## src/rtl/fifo_pkg.sv

```systemverilog
// Shared definitions for the single-clock FIFO: output-stage FSM encoding
// and a constant log2 helper used to validate the pointer width.
package fifo_pkg;

  // State of the FWFT output stage register.
  typedef enum logic {
    OUT_IDLE  = 1'b0,
    OUT_VALID = 1'b1
  } out_state_e;

  // Ceiling log2, evaluated at elaboration time.
  function automatic int unsigned fifo_log2(input int unsigned value);
    int unsigned result;
    result = 0;
    while ((64'd1 << result) < 64'(value)) result++;
    return result;
  endfunction

endpackage : fifo_pkg

```

## src/rtl/sync_fifo_ram.sv

```systemverilog
// Dual-port storage array: synchronous write port, combinational read port.
module sync_fifo_ram
  import fifo_pkg::*;
#(
  parameter int DATA_WIDTH = 8,
  parameter int FIFO_DEPTH = 16,
  parameter int PTR_WIDTH  = 4
) (
  input  logic                  clk,
  input  logic                  we,
  input  logic [PTR_WIDTH-1:0]  waddr,
  input  logic [DATA_WIDTH-1:0] wdata,
  input  logic [PTR_WIDTH-1:0]  raddr,
  output logic [DATA_WIDTH-1:0] rdata
);

  logic [DATA_WIDTH-1:0] mem [FIFO_DEPTH];

  // Write port: store the word on the edge that accepts the write.
  // NOTE: the array deliberately has no reset; a reset loop over every entry
  // would prevent mapping onto RAM primitives, and the pointers already mark
  // every entry as invalid after reset.
  always_ff @(posedge clk) begin
    if (we) mem[waddr] <= wdata;
  end

  assign rdata = mem[raddr];

endmodule : sync_fifo_ram

```

## src/rtl/sync_fifo.sv

```systemverilog
// Single-clock FIFO with occupancy count, programmable almost-full/empty
// thresholds, sticky overflow/underflow and optional first-word-fall-through.
module sync_fifo
  import fifo_pkg::*;
#(
  parameter int DATA_WIDTH = 8,
  parameter int FIFO_DEPTH = 16,
  parameter int PTR_WIDTH  = 4,
  parameter int AFULL_THR  = 12,
  parameter int AEMPTY_THR = 4,
  parameter bit FWFT       = 1'b0
) (
  input  logic                  clk,
  input  logic                  rst,
  input  logic                  wr_en,
  input  logic [DATA_WIDTH-1:0] wdata,
  input  logic                  rd_en,
  input  logic                  clr_err,
  output logic [DATA_WIDTH-1:0] rdata,
  output logic                  rvalid,
  output logic                  full,
  output logic                  afull,
  output logic                  empty,
  output logic                  aempty,
  output logic [PTR_WIDTH:0]    count,
  output logic                  overflow,
  output logic                  underflow
);

  if (PTR_WIDTH != fifo_log2(FIFO_DEPTH) || (1 << PTR_WIDTH) != FIFO_DEPTH
      || FIFO_DEPTH < 2) begin : g_bad_cfg
    $error("sync_fifo: FIFO_DEPTH must be a power of two >= 2 and PTR_WIDTH its log2");
  end

  localparam logic [PTR_WIDTH:0] PTR_ONE    = {{PTR_WIDTH{1'b0}}, 1'b1};
  localparam logic [PTR_WIDTH:0] DEPTH_LVL  = (PTR_WIDTH+1)'(FIFO_DEPTH);
  localparam logic [PTR_WIDTH:0] AFULL_LVL  = (PTR_WIDTH+1)'(AFULL_THR);
  localparam logic [PTR_WIDTH:0] AEMPTY_LVL = (PTR_WIDTH+1)'(AEMPTY_THR);

  logic [PTR_WIDTH:0]    wr_ptr, rd_ptr, count_q;
  logic [DATA_WIDTH-1:0] mem_rdata, rdata_q;
  logic                  rvalid_q, overflow_q, underflow_q;
  logic                  ptr_full, mem_empty, full_int, empty_int;
  logic                  wr_acc, rd_acc, mem_rd, fwft_load;
  out_state_e            state_q, state_d;

  // Memory full: same index, opposite wrap bit. Memory empty: equal pointers.
  assign ptr_full  = (wr_ptr[PTR_WIDTH] != rd_ptr[PTR_WIDTH]) &&
                     (wr_ptr[PTR_WIDTH-1:0] == rd_ptr[PTR_WIDTH-1:0]);
  assign mem_empty = (wr_ptr == rd_ptr);

  // In FWFT mode the output stage holds one extra word, so the count limit
  // closes the FIFO one entry before the memory pointers would.
  assign full_int  = ptr_full | (count_q == DEPTH_LVL);
  assign empty_int = FWFT ? (state_q == OUT_IDLE) : mem_empty;

  assign wr_acc = wr_en & ~full_int;
  assign rd_acc = rd_en & ~empty_int;
  assign mem_rd = FWFT ? fwft_load : rd_acc;

  sync_fifo_ram #(
    .DATA_WIDTH (DATA_WIDTH),
    .FIFO_DEPTH (FIFO_DEPTH),
    .PTR_WIDTH  (PTR_WIDTH)
  ) u_ram (
    .clk   (clk),
    .we    (wr_acc),
    .waddr (wr_ptr[PTR_WIDTH-1:0]),
    .wdata (wdata),
    .raddr (rd_ptr[PTR_WIDTH-1:0]),
    .rdata (mem_rdata)
  );

  // Output-stage FSM next state: fetch the head whenever the stage is empty
  // or is being popped, as long as the memory has a word to give.
  // NOTE: every signal driven here gets a default first so no path leaves it
  // unassigned, which would otherwise infer a latch.
  always_comb begin
    state_d   = state_q;
    fwft_load = 1'b0;
    case (state_q)
      OUT_IDLE: begin
        if (!mem_empty) begin
          fwft_load = 1'b1;
          state_d   = OUT_VALID;
        end
      end
      OUT_VALID: begin
        if (rd_acc) begin
          if (!mem_empty) fwft_load = 1'b1;
          else            state_d   = OUT_IDLE;
        end
      end
      default: state_d = OUT_IDLE;
    endcase
  end

  // Output-stage state register; held idle in standard mode.
  // NOTE: sequential state uses non-blocking assignments so every register
  // samples pre-edge values, independent of block ordering.
  always_ff @(posedge clk) begin
    if (rst)       state_q <= OUT_IDLE;
    else if (FWFT) state_q <= state_d;
  end

  // Pointers and occupancy count.
  always_ff @(posedge clk) begin
    if (rst) begin
      wr_ptr  <= '0;
      rd_ptr  <= '0;
      count_q <= '0;
    end else begin
      if (wr_acc) wr_ptr <= wr_ptr + PTR_ONE;
      if (mem_rd) rd_ptr <= rd_ptr + PTR_ONE;
      case ({wr_acc, rd_acc})
        2'b10:   count_q <= count_q + PTR_ONE;
        2'b01:   count_q <= count_q - PTR_ONE;
        default: count_q <= count_q;
      endcase
    end
  end

  // Registered read data; rvalid pulses for one cycle per standard-mode read.
  always_ff @(posedge clk) begin
    if (rst) begin
      rdata_q  <= '0;
      rvalid_q <= 1'b0;
    end else begin
      if (mem_rd) rdata_q <= mem_rdata;
      rvalid_q <= FWFT ? 1'b0 : rd_acc;
    end
  end

  // Sticky error flags; a new error wins over a same-cycle clear.
  always_ff @(posedge clk) begin
    if (rst) begin
      overflow_q  <= 1'b0;
      underflow_q <= 1'b0;
    end else begin
      overflow_q  <= (overflow_q  & ~clr_err) | (wr_en & full_int);
      underflow_q <= (underflow_q & ~clr_err) | (rd_en & empty_int);
    end
  end

  assign rdata     = rdata_q;
  assign rvalid    = FWFT ? ~empty_int : rvalid_q;
  assign full      = full_int;
  assign empty     = empty_int;
  assign count     = count_q;
  assign afull     = (count_q >= AFULL_LVL);
  assign aempty    = (count_q <= AEMPTY_LVL);
  assign overflow  = overflow_q;
  assign underflow = underflow_q;

endmodule : sync_fifo

```

## config.mk

```make
export PLATFORM = sky130hd
export DESIGN_NAME = sync_fifo
export DESIGN_NICKNAME = d
export VERILOG_FILES = /design/src/rtl/fifo_pkg.sv /design/src/rtl/sync_fifo_ram.sv /design/src/rtl/sync_fifo.sv
export SDC_FILE = /design/constraint.sdc
export NUM_CORES = 1
export LEC_CHECK = 0
export CORE_UTILIZATION = 50
export CTS_CLUSTER_DIAMETER = 200
export DETAILED_ROUTE_END_ITERATION = 8
export PLACE_DENSITY = 0.71
export SLEW_MARGIN = 10
export SYNTH_ARGS = -nofsm -noshare
export SYNTH_HDL_FRONTEND = slang
export SYNTH_SLANG_ARGS = --single-unit
```

## constraint.sdc

```tcl
create_clock -name clk -period 3.18 [get_ports clk]
set_clock_uncertainty 0.1 [all_clocks]
set_input_delay 0.318 -clock clk [delete_from_list [all_inputs] [get_ports clk]]
set_output_delay 0.318 -clock clk [all_outputs]
set_load 0.005 [all_outputs]
```

# Yosys cells after proc, flatten, opt, wreduce, memory -nomap -nowiden
# Memories as Yosys holds them, arrays and structs flattened. A register that Yosys moved wholly into a read port is not among the register bits.
# Index checks and enable logic that the tools add are counted.
# Widths: inputs -> output; s select.
# totals
reg_bits	18
ramBits	128
input_bits	13
out_inout_bits	20
elab_cells	36
n_memories	1
# memory_table
name	depth	word_bits	read_ports	rd_ports_with_merged_regs	write_ports	line	text
u_ram.mem	16	8	1	1	1	sync_fifo_ram.sv:17	logic [DATA_WIDTH-1:0] mem [FIFO_DEPTH];
# classes
n_addsub	4
order_cmp	2
n_eq_ne	6
n_mux	3
n_bitwise	12
n_reduce_logical	2
# ops
op	count
$add 5x1->5 const B	3
$pmux 5 s2	1
$and 1x1->1	6
$eq 5x5->1	1
$eq 5x5->1 const B	1
$ge 5x4->1 const B	1
$le 5x3->1 const B	1
$sub 5x1->5 const B	1
$eq 4x4->1	1
$not 1->1	3
$or 1x1->1	3
$eq 2x1->1 const B	1
$eq 2x2->1 const B	1
$mux 1	2
$reduce_bool 2->1	1
$logic_and 1x1->1	1
$ne 1x1->1	1

# Logic depth before layout (Yosys ltp)
# Gate-level depths: netlist (run 1).
# logic_depth
ltp_word	7
ltp_mapped	13
depth_no_buf	12

# Modules after synthesis
# From an unflattened synthesis (run 1), not the netlist that was laid out.
# unflattened
cells_unflattened	357
hier_area_um2	6277.3
# modules_own_cells
module	instances	cells_per_inst	area_each_um2
sync_fifo_ram	1	221	4987.3
sync_fifo	1	136	1290.0

# Worst setup path after synthesis (run 1)
# OpenSTA, ideal clock, no wires.
# synth_path
kind	reg2reg
from	reg rd_ptr[3]
to	reg count_q[4] (netlist: count[4])
setup_time_ns	0.073
arrival_time_ns	2.869
t_required_ns	3.007
setup_slack_ns	0.139
path_stages_with_launch	13
path_cell_list	dfxtp_1 -> buf_6 -> xor2_1 -> nor4_4 -> a21boi_2 -> buf_6 -> ha_1 -> ha_1 -> nor2b_1 -> o21ai_0 -> a21oi_1 -> or4_1 -> a21oi_1
# synth_via
elab_cells_between_ends	12
cone_classes	4 x eq/ne; 1 x mux; 5 x bitwise; 2 x reduce/logical
# synth_rtl
item	line	text
from (decl)	sync_fifo.sv:40	logic [PTR_WIDTH:0] wr_ptr, rd_ptr, count_q;
from (signal assigned)	sync_fifo.sv:114	if (mem_rd) rd_ptr <= rd_ptr + PTR_ONE;
$eq 5x5->1 (*)	sync_fifo.sv:50	assign mem_empty = (wr_ptr == rd_ptr);
$not 1->1 (*)	-	
$and 1x1->1 (*)	sync_fifo.sv:58	assign rd_acc = rd_en & ~empty_int;
via mem_rd	sync_fifo.sv:44	logic wr_acc, rd_acc, mem_rd, fwft_load;
$eq 2x1->1 / $eq 2x2->1 (equally long branches)	sync_fifo.sv:115	case ({wr_acc, rd_acc})
$pmux 5 s2 / $reduce_bool 2->1 (equally long branches)	-	
to (signal assigned)	sync_fifo.sv:116	2'b10: count_q <= count_q + PTR_ONE;
to (signal assigned)	sync_fifo.sv:117	2'b01: count_q <= count_q - PTR_ONE;
to (signal assigned)	sync_fifo.sv:118	default: count_q <= count_q;
to (decl)	sync_fifo.sv:40	
# Mark *: on every way through the listed nets, which the timed path passes. The rest lies on a longest branch.
# A chain may end at the register's enable or synchronous reset.

# Worst setup path after layout (run 1)
# layout_path
from	reg wr_ptr[1]
to	reg count_q[4] (netlist: count[4])
# layout_via
elab_chain_cells	7
elab_cells_between_ends	12
cone_classes	4 x eq/ne; 1 x mux; 5 x bitwise; 2 x reduce/logical
# layout_lines
item	line	text
from (decl)	sync_fifo.sv:40	
from (signal assigned)	sync_fifo.sv:113	if (wr_acc) wr_ptr <= wr_ptr + PTR_ONE;
$eq 4x4->1	sync_fifo.sv:49	(wr_ptr[PTR_WIDTH-1:0] == rd_ptr[PTR_WIDTH-1:0]);
$logic_and 1x1->1	sync_fifo.sv:48	assign ptr_full = (wr_ptr[PTR_WIDTH] != rd_ptr[PTR_WIDTH]) &&
$or 1x1->1	sync_fifo.sv:54	assign full_int = ptr_full | (count_q == DEPTH_LVL);
$not 1->1	sync_fifo.sv:57	assign wr_acc = wr_en & ~full_int;
$and 1x1->1	sync_fifo.sv:57	
$eq 2x1->1 / $eq 2x2->1 (equally long branches)	sync_fifo.sv:115	
$pmux 5 s2 / $reduce_bool 2->1 (equally long branches)	-	
# Several ways; a longest one is shown, not always the timed one.

==> results.toml, run 1 <==
[setup_path]
cp_cell_sequence = "xor2_1 -> nor4_4 -> buf_6 -> a21oi_4 -> inv_1 -> ha_2 -> inv_1 -> fa_1 -> nor2b_1 -> o21ai_0 -> and3_1 -> or4_1 -> a21oi_1"
endpoint = "count[4]$_SDFFE_PP0P_"
r2r.worst_path.cells = 13
cp.depth = 13
timing.rr.end = "count[4]$_SDFFE_PP0P_"
crit_top_cell = "inv_1"
worst_setup_path_end_kind = "flip-flop"
worstPathArrival_ns = 3.23
cp_max_fo = 6
reg2reg_from = "wr_ptr[1]$_SDFFE_PP0P_"
cp-startpoint = "wr_ptr[1]$_SDFFE_PP0P_"
critical-path-top-delay-family = "simple AND/OR/NAND/NOR gates"
reg2reg_slack_ns = 0.18
critPathLaunchType = "flip-flop"
cpPeakStageDelay_ns = 0.40
slowest_stage = "or4_1"
worstPathRequired_ns = 3.41
timing_worst_setup_path_type = "flip-flop to flip-flop"
path_buf_inv = 3

[cts]
path_clk_slew_ns = 0.06
clk_latency_ns = 0.42
clockRootBuffer = "clkbuf_16"
h-tree-depth = 4
numCtsBuffers = 17
clockBufferDepth = 2
clock-sinks = 154
cts_tree = "built"

[power]
p_switching_uw = 1470
clkPwrFrac = 0.372
p_per_area_mw_per_mm2 = 728
p_int_uw = 4100
pwr-share-seq = 0.427
comb_power_share = 0.202
sw_frac_of_total = 0.264
vdd_drop_max_uv = 468
power.leakage_uw = 0.00254

[global_route]
grt_max_degree = 53
overflow = 0
grt_pass1_vias = 3488
antenna_found_initial = 0
grt.total_usage = 0.205
grt_pass1_wl_um = 19200

[drt]
firstDrtPassIters = 5
vias_per_cell = 5.58
ant_nets = 0
detail_route.wirelength_um = 12100
drc = 0
wl_per_cell_um = 19.3
num_vias = 3503
drt_iter0_markers = 281

[synth]
async_flop_share = 0
synth_cells = 388
synth_edf_count = 128
synth.top_cell.area_share = 0.597
synth-main-ff-cell = "edfxtp_1"
syn_area_mm2 = 0.00644
synth_top_area_cell = "edfxtp_1"
ys_ff_latch = 154
synth_cell_types = 44
ys_top_cells_by_area = "edfxtp_1, dfxtp_1, mux4_2"
avgSynthCellArea_um2 = 16.6
synth_seq_area_share = 0.678
synth_nets = 411
synth_warnings = 0

[sta]
relSlewSlack = 0.445
fin_crit_ns = 3.00
max_freq_mhz = 333
maxSlewViolCount = 0
tightest_slew_ns = 0.829
tns_ns = 0
setup_viol = 0
rsz0062_at_grt = "false"
min_period_over_period = 0.944
hold_viol_final = 0

[job]
drv_cap = 0

[floorplan]
fp.dieH_um = 115
core_mm2 = 0.0126
start_util = 0.512
io_pins = 33
die_w_um = 115
dieArea_mm2 = 0.0133
floorplan.rows = 41

[placement]
place.gp.congestion = 0.809
place_hpwl_um = 7650
placed_area_mm2 = 0.00701
io_buffer_count = 32

[layout]
drive_gt1_frac = 0.257
num_antenna_cells = 0
fin_area_mm2 = 0.00764
final_nets = 466
area_growth_pct = 18.8

[worst_hold_path]
hold_depth = 3
hold_class = "input pin to flip-flop"
worstHoldStart = "wr_en"

[run_status]
status = "complete, no violations"
## final cells by class
| type | instances | area [um^2] |
|---|---|---|
| Clock buffer | 17 | 425 |
| Clock inverter | 15 | 189 |
| Fill cell | 962 | 4920 |
| Inverter | 7 | 26.3 |
| Multi-Input combinational cell | 205 | 1900 |
| Sequential cell | 154 | 4370 |
| Tap cell | 172 | 215 |
| Timing Repair Buffer | 58 | 519 |
## repair_timing
action | in CTS | in global routing
gates resized for setup | 0 | 4
cloned | 0 | 0
pin swaps | 1 | 1
setup endpoints to repair | 1 | 1
hold buffers | 0 | 0
buffers inserted | 0 | 1
## logic make-up after synthesis
kind of cell,synth area share
DFF,0.678
and+or+nand+nor,0.0642
AOI/OAI and AO/OA,0.0677
muxes,0.122
buffers and inverters,0.0280
xor gates and xnor gates,0.0191
adders and majority gates,0.0206
## worst register-to-register path: stages, from the launching register on
cell and delay [ns]:
dfxtp_2 0.35, xor2_1 0.17, nor4_4 0.29, buf_6 0.16, a21oi_4 0.06, inv_1 0.07
ha_2 0.20, inv_1 0.08, fa_1 0.38, nor2b_1 0.16, o21ai_0 0.12, and3_1 0.21
or4_1 0.40, a21oi_1 0.17
## cells in the final DEF, fill, tap and decap left out, types with 10 or more instances in the layout
cell and count:
a211oi_1 10, a21oi_1 10, buf_4 25, clkbuf_16 17, clkdlybuf4s50_1 32, dfxtp_1 23, edfxtp_1 128, mux2_2 16
mux4_2 17, nor2_1 36, nor2b_1 14, nor3_1 14
## power groups by stage
stage / logic [uW] / registers [uW] / clock network [uW]
floorplan: 700 / 2410 / 0
global placement: 1080 / 2400 / 0
detailed placement: 1100 / 2410 / 0
CTS: 1110 / 2370 / 2100
global route: 1230 / 2380 / 2190
finish: 1120 / 2370 / 2070
## flip-flops by register name, indices dropped and copies added, names as in the netlist
register	count
rd_ptr	5
rdata	8
overflow	1
rvalid	1
wr_ptr	5
u_ram.mem	128
count	5
underflow	1
## metal layers
metal | global-route usage | vias up | share of wire
met3 | 0.0643 | 13 | 0.071
met5 | 0 | - | 0
met1 | 0.278 | 1755 | 0.44
met4 | 0.0753 | 0 | 0.017
met2 | 0.314 | 126 | 0.47
li1 | - | 1609 | -
## synth_stat cells (2+ instances only)
library cell    n
ha_1            9
clkbuf_1        6
xnor2_1         8
nand3_1         2
inv_1           7
a21oi_2         8
a21oi_1        10
buf_2           8
nor3_1         14
dfxtp_1        26
mux2i_1         3
nand2b_1        4
edfxtp_1      128
nor2_1         36
a211oi_2        8
nand4_1         2
nand2_1         5
mux4_1          7
buf_6           6
o22ai_1         8
mux2_2         16
a211oi_1       10
a21o_1          2
xor2_1          6
mux4_2         17
nor2b_1        14
## metrics by stage
step / instances / power, uW / util / setup WS (ns) / hold slack [ns]
CTS: 627 / 5580 / 0.606 / 0.0766 / 0.422
global route: 628 / 5810 / 0.608 / 0.00786 / 0.443
detailed placement: 595 / 3510 / 0.558 / 0.0161 / 0.421
floorplan: 388 / 3110 / - / 0.139 / 0.317
finish: 628 / 5560 / 0.608 / 0.179 / 0.431
global placement: 595 / 3480 / 0.558 / 0.169 / 0.418
## worst min path at each step
stage | slack (ns) | end
floorplan | 0.32 | u_ram.mem[0][0]$_DFFE_PP_
global placement | 0.42 | rdata[3]$_SDFFE_PP0P_
detailed placement | 0.42 | rdata[0]$_SDFFE_PP0P_
CTS | 0.42 | overflow$_SDFF_PP0_
global route | 0.44 | overflow$_SDFF_PP0_
finish | 0.43 | overflow$_SDFF_PP0_
Note: power is estimated with default switching activity, not from simulation.
==> run 2: changes to the inputs <==
--- a/config.mk
+++ b/config.mk
@@ -5,10 +5,13 @@
 export SDC_FILE = /design/constraint.sdc
 export NUM_CORES = 1
 export LEC_CHECK = 0
-export CORE_UTILIZATION = 50
+export CELL_PAD_IN_SITES_DETAIL_PLACEMENT = 0
+export CELL_PAD_IN_SITES_GLOBAL_PLACEMENT = 2
+export CORE_ASPECT_RATIO = 1.4
+export CORE_UTILIZATION = 40
 export CTS_CLUSTER_DIAMETER = 200
 export DETAILED_ROUTE_END_ITERATION = 8
-export PLACE_DENSITY = 0.71
+export PLACE_DENSITY_LB_ADDON = 0.1
 export SLEW_MARGIN = 10
 export SYNTH_ARGS = -nofsm -noshare
 export SYNTH_HDL_FRONTEND = slang
==> run 2 against run 1 <==
Against the previous run: final cell count increased by 5.3%; sequential power about the same; worst setup slack better by 0.087 ns; largest cell class unchanged; largest power group unchanged; highest routed layer unchanged.
==> results.toml, run 2 (synthesized netlist as in run 1, its figures left out) <==
[setup_path]
cp-startpoint = "wr_ptr[2]$_SDFFE_PP0P_"
worst_setup_path_end_kind = "flip-flop"
cp_max_fo = 4
cp_cell_sequence = "xor2_1 -> nor4_4 -> buf_4 -> a21boi_2 -> ha_2 -> inv_1 -> fa_1 -> nor2b_1 -> o21ai_0 -> and3_1 -> or4_1 -> a21oi_1"
path_buf_inv = 2
timing.rr.end = "count[4]$_SDFFE_PP0P_"
slowest_stage = "fa_1"
cp.depth = 12
r2r.worst_path.cells = 12
critPathLaunchType = "flip-flop"
timing_worst_setup_path_type = "flip-flop to flip-flop"
cpPeakStageDelay_ns = 0.39
endpoint = "count[4]$_SDFFE_PP0P_"
reg2reg_slack_ns = 0.27
critical-path-top-delay-family = "simple AND/OR/NAND/NOR gates"
worstPathArrival_ns = 3.16
worstPathRequired_ns = 3.43
reg2reg_from = "wr_ptr[2]$_SDFFE_PP0P_"

[layout]
drive_gt1_frac = 0.265
largest_reg_flops = 128
area_growth_pct = 20.6
multi_input_area_mm2 = 0.00191
fin_area_mm2 = 0.00776
num_antenna_cells = 0
fin_cells = 661
top_register = "u_ram.mem"
regArea_mm2 = 0.00437
layout_common_cells = "edfxtp_1, nor2_1, buf_4"
fillCellCount = 1344
final_common_cell = "edfxtp_1"
final_nets = 475

[global_route]
grt_max_degree = 53
grt.total_usage = 0.181
overflow = 0
use_met2 = 0.316
grtUsageMet1 = 0.220
antenna_found_initial = 0
grt_pass1_wl_um = 21400
grt_use_met3 = 0.0442
busiest_layer = "met2"
grt_pass1_vias = 3620

[sta]
fin_crit_ns = 2.91
max_freq_mhz = 343
min_period_over_period = 0.917
tns_ns = 0
tightest_slew_ns = 0.671
setup_viol = 0
hold_viol_final = 0
rsz0062_at_grt = "false"
maxSlewViolCount = 0
whs_ns = 0.428
relSlewSlack = 0.552

[cts]
h-tree-depth = 4
clockRootBuffer = "clkbuf_16"
clk_latency_ns = 0.42
path_clk_slew_ns = 0.06
numCtsBuffers = 17
cts_hold_buf = 0
cts_tree = "built"
clockBufferDepth = 2
clock-sinks = 154

[floorplan]
start_util = 0.411
io_pins = 33
core_mm2 = 0.0157
dieArea_mm2 = 0.0166
floorplan.rows = 54
die_w_um = 109
fp.dieH_um = 152

[drt]
num_vias = 3469
drc = 0
firstDrtPassIters = 4
drt_iter0_markers = 186
ant_nets = 0
vias_per_cell = 5.25
wl_per_cell_um = 20.9
detail_route.wirelength_um = 13800

[placement]
placed_area_mm2 = 0.00710
place.gp.congestion = 0.731
io_buffer_count = 32
place_hpwl_um = 9100
place_inst = 627

[job]
drv_cap = 0

[power]
p_per_area_mw_per_mm2 = 739
clkPwrFrac = 0.373
power.leakage_uw = 0.00260
p_int_uw = 4280
vdd_drop_max_uv = 299
comb_power_share = 0.216
pwr-share-seq = 0.411
p_switching_uw = 1460
power.total_uw = 5740
sw_frac_of_total = 0.254

[run_status]
status = "complete, no violations"

[worst_hold_path]
hold_class = "input pin to flip-flop"
-- run 2: area by class of cell --
class                   count  area share
flip-flops and latches    154       0.563
multi-input cells         205       0.246
repair buffers             67      0.0751
clock buffers              18      0.0553
well taps                 196      0.0316
clock inverters            14      0.0261
inverters                   7     0.00338
-- run 2: worst min path at each step --
stage / slack [ns] / endpoint / from / cells past startpoint
finish: 0.43 / overflow$_SDFF_PP0_ / wr_en / 3
global route: 0.46 / overflow$_SDFF_PP0_ / wr_en / 3
CTS: 0.41 / overflow$_SDFF_PP0_ / wr_en / 3
detailed placement: 0.43 / rdata[2]$_SDFFE_PP0P_ / rdata[2]$_SDFFE_PP0P_ / 2
global placement: 0.42 / rdata[1]$_SDFFE_PP0P_ / rdata[1]$_SDFFE_PP0P_ / 2
floorplan: 0.32 / u_ram.mem[0][0]$_DFFE_PP_ / wdata[0] / 0
-- run 2: stage by stage --
step           utilization  setup slack (ns)
6_report             0.495             0.265
5_1_grt              0.495            0.0215
4_1_cts              0.493            0.0543
3_5_place_dp         0.453            0.0771
3_3_place_gp         0.453             0.134
2_1_floorplan            -             0.139
-- run 2: timing repair --
item | 4_1_cts | 5_1_grt
endpoints found under the setup margin | 0 | 1
hold endpoints to repair | 0 | 0
resized for setup | 0 | 4
buffers inserted | 0 | 2
-- run 2: power by group through the flow --
stage / Sequential [uW] / Clock (uW) / Combinational (uW)
floorplan: 2410 / 0 / 700
global placement: 2390 / 0 / 1210
detailed placement: 2390 / 0 / 1220
CTS: 2350 / 2190 / 1220
global route: 2370 / 2270 / 1340
finish: 2360 / 2140 / 1240
-- run 2: tightest hold or removal path, cell delays in order --
cell             delay (ns)
clkdlybuf4s50_1        0.41
a21oi_1                0.13
nor2_1                 0.04
-- run 2: routing by layer --
metal,share of wire,routed length (um),vias to the layer above
li1,-,-,1628
met1,0.41,5720,1780
met2,0.55,7610,52
met3,0.024,331,9
met4,0.0093,128,0
met5,0,0,-
==> run 3: changes to the inputs <==
--- a/config.mk
+++ b/config.mk
@@ -12,6 +12,7 @@
 export CTS_CLUSTER_DIAMETER = 200
 export DETAILED_ROUTE_END_ITERATION = 8
 export PLACE_DENSITY_LB_ADDON = 0.1
+export RECOVER_POWER = 100
 export SLEW_MARGIN = 10
 export SYNTH_ARGS = -nofsm -noshare
 export SYNTH_HDL_FRONTEND = slang
==> run 3 against run 2 <==
Against the previous run: register-to-register slack worse by 0.02 ns; wire length shrank 0.10%; core utilization shrank 0.84 points; fmax shrank 0.77%; global-route usage unchanged; final cell count is the same; first-iteration DRC count up 2.7%; cell area is 1.7% lower; via count did not move; total power down 1.6%; critical path depth up 1; critical path type unchanged; largest power group unchanged.
==> results.toml, run 3 (synthesized netlist as in run 1, its figures left out) <==
[cts]
cts_tree = "built"
cts_hold_buf = 0
clk_latency_ns = 0.42
clockBufferDepth = 2
numCtsBuffers = 17
h-tree-depth = 4
clock-sinks = 154
clockRootBuffer = "clkbuf_16"
path_clk_slew_ns = 0.06

[placement]
place.gp.congestion = 0.731
placed_area_mm2 = 0.00710
place_ws_ns = 0.0771
io_buffer_count = 32
place_hpwl_um = 9100

[floorplan]
start_util = 0.411
dieArea_mm2 = 0.0166
die_w_um = 109
core_mm2 = 0.0157
floorplan.rows = 54
io_pins = 33
fp.dieH_um = 152

[setup_path]
reg2reg_slack_ns = 0.24
worstPathArrival_ns = 3.19
worst_setup_path_end_kind = "flip-flop"
cp_max_fo = 4
r2r.worst_path.cells = 13
critPathLaunchType = "flip-flop"
timing_worst_setup_path_type = "flip-flop to flip-flop"
endpoint = "count[4]$_SDFFE_PP0P_"
cp-startpoint = "rd_ptr[1]$_SDFFE_PP0P_"
reg2reg_from = "rd_ptr[1]$_SDFFE_PP0P_"
worstPathRequired_ns = 3.43
timing.rr.end = "count[4]$_SDFFE_PP0P_"

[layout]
final_common_cell = "edfxtp_1"
largest_reg_flops = 128
area_growth_pct = 18.6
top_register = "u_ram.mem"
fillCellCount = 1371
fin_area_mm2 = 0.00763
final_nets = 475
layout_common_cells = "edfxtp_1, nor2_1, clkbuf_1, dfxtp_1, dlygate4sd3_1"
drive_gt1_frac = 0.194
num_antenna_cells = 0

[sta]
rsz0062_at_grt = "false"
tightest_slew_ns = 1.34
whs_ns = 0.426
maxSlewViolCount = 0
setup_viol = 0
tns_ns = 0
relSlewSlack = 0.109
hold_viol_final = 0
min_period_over_period = 0.924
fin_crit_ns = 2.94
max_freq_mhz = 340
worst_slack_ns = 0.243

[drt]
detail_route.wirelength_um = 13800
wl_per_cell_um = 20.8
drc = 0
num_vias = 3469
drt_iter0_markers = 191
vias_per_cell = 5.25
ant_nets = 0
firstDrtPassIters = 4

[global_route]
grt.total_usage = 0.181
antenna_found_initial = 0
grt_pass1_vias = 3620
overflow = 0
grt_pass1_wl_um = 21400
grt_max_degree = 53

[job]
drv_cap = 0

[power]
vdd_drop_max_uv = 299
p_per_area_mw_per_mm2 = 740
power.leakage_uw = 0.00254

[run_status]
status = "complete, no violations"

[worst_hold_path]
hold_class = "input pin to flip-flop"
run 3: changes by cell type in the layout (fill, tap and decap cells not counted), moves of 6 or more:
cell	delta
a21oi_1	+7
a21oi_2	-6
buf_4	-24
clkbuf_1	+23
clkdlybuf4s50_1	-23
dlygate4sd3_1	+23
run 3: routing by layer:
metal	share of wire	GRT usage	up-vias
met5	0	0	-
met4	0.0093	0.0514	0
met3	0.027	0.0442	9
met2	0.55	0.316	52
met1	0.41	0.220	1775
li1	-	-	1633
run 3: repair_timing:
action                                  4_1_cts  5_1_grt
buffers inserted                              0        2
resized for setup                             0        4
endpoints found under the setup margin        0        1
run 3: worst min path at each step:
stage,start,endpoint,slack (ns),cells past startpoint
after CTS,wr_en,overflow$_SDFF_PP0_,0.41,3
after global placement,rdata[1]$_SDFFE_PP0P_,rdata[1]$_SDFFE_PP0P_,0.42,2
final,wr_en,overflow$_SDFF_PP0_,0.43,3
after floorplan,wdata[0],u_ram.mem[0][0]$_DFFE_PP_,0.32,0
after global routing,rdata[2]$_SDFFE_PP0P_,rdata[2]$_SDFFE_PP0P_,0.45,2
after detailed placement,rdata[2]$_SDFFE_PP0P_,rdata[2]$_SDFFE_PP0P_,0.43,2
run 3: cell type report:
cell class	count	area (um^2)	area share
Clock inverter	14	203	0.0266
Clock buffer	18	429	0.0562
Sequential cell	154	4370	0.572
Timing Repair Buffer	67	494	0.0648
Multi-Input combinational cell	205	1870	0.245
Inverter	7	26.3	0.00344
Tap cell	196	245	0.0321
run 3: power breakdown:
part / switching (uW) / internal, uW / leakage (uW) / total, uW
sequential: 59.7 / 2300 / 0.00137 / 2360
combinational: 617 / 532 / 0.000859 / 1150
clock: 755 / 1380 / 0.000309 / 2140
total: 1430 / 4210 / 0.00254 / 5640
run 3: through the flow:
stage               std cells  utilization  total power (uW)
finish                    661        0.487              5640
global route              661        0.487              5900
CTS                       659        0.493              5770
detailed placement        627        0.453              3610
global placement          627        0.453              3600
floorplan                 388            -              3110
run 3: critical path, cell delays in order, from the launching register on:
cell and delay, ns:
dfxtp_2 0.32, xor2_1 0.18, nor4_4 0.26, buf_4 0.17, a21oi_1 0.09, inv_1 0.09
ha_2 0.21, inv_1 0.08, fa_1 0.39, nor2b_1 0.15, o21ai_0 0.11, and3_1 0.20
or4_1 0.39, a21oi_1 0.14
